--- src/rtl/fu_issue_arbiter.sv ---
// fu_issue_arbiter
//   Shares one non-pipelined multi-cycle functional unit between NUM_REQ
//   issue queues. A round-robin arbiter picks one ready queue whenever the
//   unit can take a new op, latches that queue's function code and register
//   tags, counts the unit through FU_LATENCY cycles and then holds the result
//   tag until the common data bus acknowledges it.
//
// Ports
//   clk, reset       clock, synchronous active-high reset
//   flush            synchronous squash of the in-flight op
//   req_ready        issue_ready per queue
//   req_func         function code per queue, queue i at [i*FUNC_WIDTH +: FUNC_WIDTH]
//   req_inp1/2       source tags per queue, packed the same way
//   req_dst          destination tag per queue
//   grant            one-hot issue strobe to the queues (combinational)
//   fu_start         one-cycle pulse: latched operands valid at the unit
//   fu_func/inp1/2   latched function code and source tags
//   result_valid     result ready for the CDB
//   result_dst       destination tag of the result
//   result_src       index of the queue that issued the op
//   cdb_ack          CDB accepted the result this cycle
//   busy             unit is executing or holding a result
module fu_issue_arbiter #(
  parameter int NUM_REQ        = 2,
  parameter int FUNC_WIDTH     = 4,
  parameter int REG_ADDR_WIDTH = 5,
  parameter int FU_LATENCY     = 3,
  localparam int SRC_W         = (NUM_REQ > 1) ? $clog2(NUM_REQ) : 1
) (
  input  logic                              clk,
  input  logic                              reset,
  input  logic                              flush,
  input  logic [NUM_REQ-1:0]                req_ready,
  input  logic [NUM_REQ*FUNC_WIDTH-1:0]     req_func,
  input  logic [NUM_REQ*REG_ADDR_WIDTH-1:0] req_inp1,
  input  logic [NUM_REQ*REG_ADDR_WIDTH-1:0] req_inp2,
  input  logic [NUM_REQ*REG_ADDR_WIDTH-1:0] req_dst,
  output logic [NUM_REQ-1:0]                grant,
  output logic                              fu_start,
  output logic [FUNC_WIDTH-1:0]             fu_func,
  output logic [REG_ADDR_WIDTH-1:0]         fu_inp1,
  output logic [REG_ADDR_WIDTH-1:0]         fu_inp2,
  output logic                              result_valid,
  output logic [REG_ADDR_WIDTH-1:0]         result_dst,
  output logic [SRC_W-1:0]                  result_src,
  input  logic                              cdb_ack,
  output logic                              busy
);

  typedef enum logic [1:0] {
    IDLE = 2'd0,
    EXEC = 2'd1,
    DONE = 2'd2
  } state_e;

  localparam logic [3:0] CNT_INIT = 4'(FU_LATENCY - 1);

  state_e                    state_q;
  logic [SRC_W-1:0]          rr_ptr_q;
  logic [SRC_W-1:0]          rr_ptr_d;
  logic [3:0]                cnt_q;
  logic                      fu_start_q;
  logic [FUNC_WIDTH-1:0]     fu_func_q;
  logic [REG_ADDR_WIDTH-1:0] fu_inp1_q;
  logic [REG_ADDR_WIDTH-1:0] fu_inp2_q;
  logic                      result_valid_q;
  logic [REG_ADDR_WIDTH-1:0] result_dst_q;
  logic [SRC_W-1:0]          result_src_q;

  logic                      can_accept;
  logic                      do_grant;
  logic                      win_found;
  logic [SRC_W-1:0]          win_idx;
  logic [FUNC_WIDTH-1:0]     win_func;
  logic [REG_ADDR_WIDTH-1:0] win_inp1;
  logic [REG_ADDR_WIDTH-1:0] win_inp2;
  logic [REG_ADDR_WIDTH-1:0] win_dst;

  // A new op may start from IDLE, or from DONE in the same cycle the CDB
  // takes the previous result (back-to-back, no bubble).
  assign can_accept = !reset && !flush &&
                      ((state_q == IDLE) || ((state_q == DONE) && cdb_ack));

  // Round-robin scan starting at rr_ptr_q; pos wraps with one subtraction
  // because rr_ptr_q is always below NUM_REQ.
  always_comb begin
    int unsigned pos;
    pos       = 0;
    win_found = 1'b0;
    win_idx   = '0;
    win_func  = '0;
    win_inp1  = '0;
    win_inp2  = '0;
    win_dst   = '0;
    for (int unsigned k = 0; k < NUM_REQ; k++) begin
      pos = 32'(rr_ptr_q) + k;
      if (pos >= unsigned'(NUM_REQ)) pos = pos - unsigned'(NUM_REQ);
      if (!win_found && req_ready[pos]) begin
        win_found = 1'b1;
        win_idx   = SRC_W'(pos);
        win_func  = req_func[pos*FUNC_WIDTH +: FUNC_WIDTH];
        win_inp1  = req_inp1[pos*REG_ADDR_WIDTH +: REG_ADDR_WIDTH];
        win_inp2  = req_inp2[pos*REG_ADDR_WIDTH +: REG_ADDR_WIDTH];
        win_dst   = req_dst[pos*REG_ADDR_WIDTH +: REG_ADDR_WIDTH];
      end
    end
  end

  assign do_grant = can_accept && win_found;
  assign grant    = do_grant ? (NUM_REQ'(1) << win_idx) : '0;
  assign rr_ptr_d = (win_idx == SRC_W'(NUM_REQ - 1)) ? '0 : win_idx + 1'b1;

  always_ff @(posedge clk) begin
    if (reset) begin
      state_q        <= IDLE;
      rr_ptr_q       <= '0;
      cnt_q          <= '0;
      fu_start_q     <= 1'b0;
      fu_func_q      <= '0;
      fu_inp1_q      <= '0;
      fu_inp2_q      <= '0;
      result_valid_q <= 1'b0;
      result_dst_q   <= '0;
      result_src_q   <= '0;
    end else begin
      fu_start_q <= 1'b0;
      if (flush) begin
        state_q        <= IDLE;
        result_valid_q <= 1'b0;
      end else if (do_grant) begin
        fu_start_q   <= 1'b1;
        fu_func_q    <= win_func;
        fu_inp1_q    <= win_inp1;
        fu_inp2_q    <= win_inp2;
        result_dst_q <= win_dst;
        result_src_q <= win_idx;
        rr_ptr_q     <= rr_ptr_d;
        cnt_q        <= CNT_INIT;
        if (FU_LATENCY == 1) begin
          state_q        <= DONE;
          result_valid_q <= 1'b1;
        end else begin
          state_q        <= EXEC;
          result_valid_q <= 1'b0;
        end
      end else begin
        case (state_q)
          EXEC: begin
            cnt_q <= cnt_q - 1'b1;
            if (cnt_q == 4'd1) begin
              state_q        <= DONE;
              result_valid_q <= 1'b1;
            end
          end
          DONE: begin
            if (cdb_ack) begin
              state_q        <= IDLE;
              result_valid_q <= 1'b0;
            end
          end
          default: ;
        endcase
      end
    end
  end

  assign fu_start     = fu_start_q;
  assign fu_func      = fu_func_q;
  assign fu_inp1      = fu_inp1_q;
  assign fu_inp2      = fu_inp2_q;
  assign result_valid = result_valid_q;
  assign result_dst   = result_dst_q;
  assign result_src   = result_src_q;
  assign busy         = (state_q != IDLE);

endmodule

--- config.mk ---
export PLATFORM = sky130hd
export DESIGN_NAME = fu_issue_arbiter
export DESIGN_NICKNAME = d
export VERILOG_FILES = /design/src/rtl/fu_issue_arbiter.sv
export SDC_FILE = /design/constraint.sdc
export NUM_CORES = 1
export LEC_CHECK = 0
export CAP_MARGIN = 20
export CORE_MARGIN = 1.5
export CORE_UTILIZATION = 42
export CTS_BUF_LIST = sky130_fd_sc_hd__clkbuf_4 sky130_fd_sc_hd__clkbuf_8
export DETAILED_ROUTE_END_ITERATION = 8
export GPL_ROUTABILITY_DRIVEN = 0
export PLACE_DENSITY = 0.93
export SLEW_MARGIN = 20
export SYNTH_ARGS = -nofsm -noshare
export SYNTH_HDL_FRONTEND = slang
export SYNTH_SLANG_ARGS = --single-unit
--- constraint.sdc ---
create_clock -name clk -period 2 [get_ports clk]
set_input_delay 0.4 -clock clk [delete_from_list [all_inputs] [get_ports clk]]
set_output_delay 0.4 -clock clk [all_outputs]
set_load 0.01 [all_outputs]
# == After elaboration in Yosys (flattened, before gate mapping) ==
# Cells that the tools add are included.
# totals
reg_bits,29
output_inout_bits,25
# classes
add_sub_neg,5
mul,2
magnitude_cmp,4
eq_ne,7
shift,9
n_mux,30
bitwise,1
reduce_logical,20
# ops
op,count
indexed part select 10 x 33 -> 5 bit,6
indexed part select 8 x 33 -> 4 bit,2
"less-than comparator 32 x 2 -> 1 bit, second input constant",2
"multiplier 32 x 3 -> 32 bit, second input constant",2
2-to-1 mux 32 bit,2
2-to-1 mux 5 bit,6
2-to-1 mux 4 bit,4
2-to-1 mux 1 bit,13
2-to-1 mux 2 bit,3
"!= test 3 bit, second input constant",2
AND reduction 3 bit,2
nonzero test 2 bit,3
logical AND 1 bit,5
"equality test 4 x 1 -> 1 bit, second input constant",1
"!= test 2 bit, second input constant",2
case mux 2 bit (2 select lines),1
AND reduction 2 bit,2
"subtractor 4 x 1 -> 4 bit, second input constant",1
logical NOT 1 bit,3
nonzero test 3 bit,1
OR reduction 3 bit,1
"subtractor 1 x 2 -> 3 bit, second input constant",1
"subtractor 2 x 2 -> 3 bit, second input constant",1
"adder 1 x 1 -> 2 bit, second input constant",1
11 further kinds,11

# == Logic depth before layout (Yosys ltp) ==
# Gate-level depths: netlist of run 1.
# depth
word_depth,11
depth_mapped,7

# == Worst setup path before layout of run 1 ==
# No wires, ideal clock.
# synth_timing
kind,in2out
start,input flush
end,output grant[0]
arrival_ps,1630
t_required_ps,1600
path_slack_ps,-30
path_stages,5
path_cell_list,or2_1 > or4_1 > buf_2 > buf_6 > nor2_1
# synth_between
elab_chain_len,5
# synth_rtl
element,line,text
start: declaration,32,"input logic flush,"
logical NOT 1 bit,81,assign can_accept = !reset && !flush &&
logical AND 1 bit (2 in series),81,
logical AND 1 bit,109,assign do_grant = can_accept && win_found;
2-to-1 mux 2 bit,110,assign grant = do_grant ? (NUM_REQ'(1) << win_idx) : '0;
end: declaration,38,"output logic [NUM_REQ-1:0] grant,"
# Every way passes these cells.

# == Worst setup path in the final report of run 1 ==
# layout_timing
start,input reset
end,output grant[0]
# layout_between
elab_chain_len,5
# layout_rtl
element,line,text
start: declaration,31,"input logic reset,"
logical NOT 1 bit,81,
logical AND 1 bit (2 in series),81,
logical AND 1 bit,109,
2-to-1 mux 2 bit,110,
# Every way passes these cells.

==> results of run 1 <==
[where the power goes]
part	internal [W]	total, W	switching [W]
combinational	0.000206	0.000374	0.000167
sequential	0.000593	0.000611	0.0000182
clock	0.000111	0.000263	0.000152
total	0.000910	0.00125	0.000337
[synth_stat cells, drive strengths merged]
cell type,count
a21oi,6
nor2,24
a21boi,2
or2,2
nand4,2
a31o,2
a221oi,19
o21ai,2
nor2b,1
nand2b,2
inv,5
or4,1
o22ai,1
clkinv,1
ha,2
clkbuf,5
nor3,20
a21o,2
nand2,2
a41o,1
dfxtp,28
and2,1
a2111o,1
or3,1
o21bai,1
buf,5
[path summary, 6_finish.rpt]
kind | start | end | depth (start not counted)
hold / removal | flush | state_q[1] | 4
hold reg to reg | result_src | result_src | 1
setup reg to reg | state_q[1] | fu_inp2[1] | 7
setup / recovery | reset | grant[0] | 6
[metal layers]
metal  track usage  wire length, um
met4        0.0517               52
met1         0.218             1520
met3        0.0273              234
met2         0.362             1810
met5             0                0
[final cells by class]
| cell class | count | area (sq um) |
|---|---|---|
| Clock buffer | 4 | 36.3 |
| Fill cell | 248 | 991 |
| Inverter | 6 | 23.8 |
| Multi-Input combinational cell | 95 | 811 |
| Sequential cell | 28 | 561 |
| Tap cell | 46 | 57.6 |
| Timing Repair Buffer | 87 | 831 |
[critical path, delay by kind of cell]
kind | cells | cell delay [ns]
simple gates | 3 | 0.85
buf+inv | 3 | 0.33
[through the flow]
stage	power, W	worst slack, ns	hold WS, ns
final	0.00125	0.0134	0.432
after global routing	0.00131	-0.0273	0.434
after CTS	0.00126	-0.0169	0.447
after detailed placement	0.000991	-0.863	0.438
after global placement	0.000980	-0.849	0.435
after floorplan	0.000789	0.00725	0.457
[repair_timing]
item,in CTS,in global routing
buffers inserted,1,1
hold endpoints to repair,0,0
gates resized for setup,27,2
endpoints found under the setup margin,18,3
pin swaps,3,1
[cell families (layout without fill, tap and decap cells)]
group                    Yosys count  after routing  share of synthesized area
AO/OA/AOI/OAI                     37             37                      0.279
adder cells (fa/ha/maj)            2              2                     0.0175
buffers and inverters             16             97                     0.0621
flip-flops                        28             28                      0.392
AND/OR/NAND/NOR                   56             56                      0.249
[placed cells by master (no fill, tap or decap), drive strengths merged, types with 2 or more instances in the layout]
master / count
clkdlybuf4s50: 60
dfxtp: 28
nor2: 24
buf: 23
nor3: 20
a221oi: 19
a21oi: 6
inv: 5
clkbuf: 4
dlygate4sd2: 3
nand2b: 2
nand2: 2
o21ai: 2
a21o: 2
a31o: 2
nand4: 2
ha: 2
or2: 2
a21boi: 2
[state kept, by name (all words and copies together) (netlist names)]
register and flops:
cnt_q 4, fu_func 4, fu_inp1 5, fu_inp2 5, fu_start 1, result_dst 5
result_src 1, rr_ptr_q 1, state_q 2
==> flow_summary.ini, run 1 <==
[power_and_ir_drop]
p_leak_nw = 0.931
powerDensity_mw_per_mm2 = 538
peakVddDrop_mv = 0.309

[routing]
drc_errors = 0
drt-initial-drc-count = 58
vias = 1374
routed_wl_um = 3620
wl_per_cell_um = 13.6
drtPass1Iterations = 4
vias_per_cell = 5.17
drtAntennaViolNets = 0

[setup_path]
required_ns = 1.60
path_cells = buf_6, or2_4, or4_4, buf_6, nor2_4, buf_6
start_kind = input pin
cp-end-kind = output port
crit_top_cell = buf_6
crit_path_max_incr_delay_ns = 0.54
slowest_stage = or4_4
cp_max_fo = 3
crit_arrival_ns = 1.59
critPathKind = input pin to output port
r2r_slack_ns = 0.16

[timing]
hold_viol = 0
post-route-period-util = 0.993
worst_pin_slew_ns = 0.747
tns_ns = 0
clock_skew_ns = 0.00295
fin_crit_ns = 1.99
setup_viol = 0
max_freq_mhz = 503
slew_viol_final = 0
worst_slew_margin_rel = 0.501
rsz0062_at_grt = true

[die]
io_pins = 69
die_w_um = 61.4
die_h_um = 61.4
initial_core_util = 0.432
design.core.area_sq_mm = 0.00331
num_rows = 21
die_area_sq_mm = 0.00376

[global_routing]
overflow = 0
grt_max_degree = 25
grt_pass1_wl_um = 5420
grt_pass1_vias = 1265
antenna_found_initial = 0
grt_util_all_layers = 0.189

[yosys]
synth_nets = 185
synth_area_sq_mm = 0.00143
synth.avg_cell_area_sq_um = 10.3
yosysWarnings = 0
synth_cells = 139
yosys.area.top_type = dfxtp_1
seq_area_frac_synth = 0.392
synth_top_area_frac = 0.392
ys_ff_latch = 28
synth.distinct_cells = 32
synthTopCellsByArea = dfxtp_1, a221oi_2, nor3_2

[clock_tree]
clkSlewWorstSetupHoldPaths_ns = 0.14
cts_sinks = 28
clkLatencyLatePin_ns = 0.31
cts_tree = yes
cts_buffer_depth = 2
h-tree-depth = 1
ctsHoldBuffers = 0
cts_made_buffers = 3
root_buffer = clkbuf_4

[place]
placed_cells = 260
placed_cell_area_sq_mm = 0.00224
place_hpwl_um = 2770
io_buffers = 68

[finish]
diodes = 0
area_growth_pct = 62.2
final_core_utilization = 0.701
nets = 267
final_area_sq_mm = 0.00232
layout-drive-gt1-share = 0.336
final_cells = 266

[worst_hold_path]
hold_path.class = input pin to flip-flop

[run_status]
status = finished, final reports clean

[flow_run]
cap_violations = 0
No activity file was read; power rests on OpenSTA's default activity.
==> run 2: changes to the inputs <==
CORE_MARGIN = not set   (was 1.5)
==> run 2 against run 1 <==
First-iteration DRC count is 26% lower; worst hold slack worse by 0.0031 ns; clock skew is 0.0016 ns lower; count of clock-buffer cells in the layout is 1 lower; flip-flop and latch count stayed put; critical endpoint unchanged; largest cell class is now multi-input gates.
==> flow_summary.ini, run 2 (same netlist as run 1, synthesis figures left out) <==
[run_status]
status = finished, final reports clean

[setup_path]
critPathKind = input pin to output port
cp_max_fo = 3
slowest_stage = or4_4
path_cells = buf_6, or2_1, or4_4, buf_6, nor2_2, buf_2
start_kind = input pin
cp-end-kind = output port
crit_arrival_ns = 1.60
crit_buf_inv = 3
crit_path_max_incr_delay_ns = 0.55
cpLargestDelayFamily = simple AND/OR/NAND/NOR gates
required_ns = 1.60
crit_top_cell = buf_6

[routing]
vias = 1395
vias_per_cell = 5.39
wl_per_cell_um = 15.6
routed_wl_um = 4040
drtAntennaViolNets = 0
drt-initial-drc-count = 43
drc_errors = 0
drtPass1Iterations = 4

[global_routing]
antenna_found_initial = 0
grt_util_all_layers = 0.229
grtUsageMet3 = 0.0405
top_usage_layer = met2
grt_pass1_vias = 1387
grt_use_met2 = 0.429
grt_use_met1 = 0.257
grt_max_degree = 25
overflow = 0
grt_pass1_wl_um = 6270

[clock_tree]
clkSlewWorstSetupHoldPaths_ns = 0.15
clkLatencyLatePin_ns = 0.33
cts_sinks = 28
cts_made_buffers = 3
root_buffer = clkbuf_4
ctsHoldBuffers = 0
h-tree-depth = 1
cts_buffer_depth = 2
cts_tree = yes

[timing]
worst_slew_margin_rel = 0.482
post-route-period-util = 0.998
fin_crit_ns = 2.00
finalWorstSetupSlack_ns = 0.00402
hold_viol = 0
slew_viol_final = 0
worst_pin_slew_ns = 0.775
max_freq_mhz = 501
setup_viol = 0
rsz0062_at_grt = true
clock_skew_ns = 0.00135

[flow_run]
cap_violations = 0

[finish]
area_growth_pct = 59.6
diodes = 0
final_cell_mix = clkdlybuf4s50_1, dfxtp_1, nor2_1
nFillCells = 224
multi_input_area_sq_um = 808
nets = 262
seq_area_sq_um = 562
final_core_utilization = 0.724
mostFrequentLayoutCell = clkdlybuf4s50_1
layout-drive-gt1-share = 0.321

[die]
die_w_um = 60.4
design.core.area_sq_mm = 0.00315
die_area_sq_mm = 0.00364
io_pins = 69
initial_core_util = 0.454
die_h_um = 60.4
num_rows = 20

[place]
place_hpwl_um = 3080
io_buffers = 68
post-place-ws_ns = -0.835

[worst_hold_path]
hold_path.class = input pin to flip-flop

[power_and_ir_drop]
powerDensity_mw_per_mm2 = 594
peakVddDrop_mv = 0.398
p_leak_nw = 0.910
[run 2: timing repair]
action	CTS	global route
buffers inserted	0	0
gates resized for setup	22	4
pin swaps	3	1
endpoints found under the setup margin	19	3
[run 2: cell type report]
cell class / instances / area share
inverter: 6 / 0.0104
sequential: 28 / 0.246
multi-input combinational: 95 / 0.354
timing repair buffer: 82 / 0.342
tap: 44 / 0.0241
clock inverter: 1 / 0.0132
clock buffer: 3 / 0.00987
[run 2: layer usage]
layer / vias to the layer above / part of all wire / wire length (um)
met2: 57 / 0.54 / 2170
met3: 10 / 0.059 / 238
met4: 0 / 0.019 / 76
met5: - / 0 / 0
li1: 667 / - / -
met1: 661 / 0.38 / 1550
[run 2: power by group]
part	switching, W	internal (W)	leakage (nW)
clock network	0.000173	0.000203	0.0279
registers	0.0000190	0.000593	0.230
logic	0.000172	0.000195	0.652
total	0.000363	0.000991	0.910
[run 2: final timing paths]
path	from	end	slack, ns	cells past startpoint
hold / removal	reset	state_q[1]	0.43	4
setup / recovery	reset	grant[0]	0.004	6
hold reg to reg	result_src	result_src	0.49	1
setup reg to reg	state_q[0]	fu_func[2]	0.31	5
[run 2: worst register-to-register path: stages (launching register included)]
cell and delay, ns:
dfxtp_1 0.36, or4_4 0.56, buf_6 0.14, buf_4 0.20
a221oi_2 0.24, nor3_2 0.09
[run 2: through the flow]
step | setup TNS (ns) | std cells | hold WS, ns | area (sq um) | power, W
after global placement | -9.95 | 255 | 0.437 | 2210 | 0.000970
final | 0 | 259 | 0.429 | 2280 | 0.00135
after detailed placement | -11.33 | 255 | 0.463 | 2210 | 0.000989
after floorplan | 0 | 139 | 0.457 | 1430 | 0.000789
after global routing | -0.0713 | 259 | 0.420 | 2280 | 0.00142
after CTS | -0.0274 | 259 | 0.423 | 2260 | 0.00136
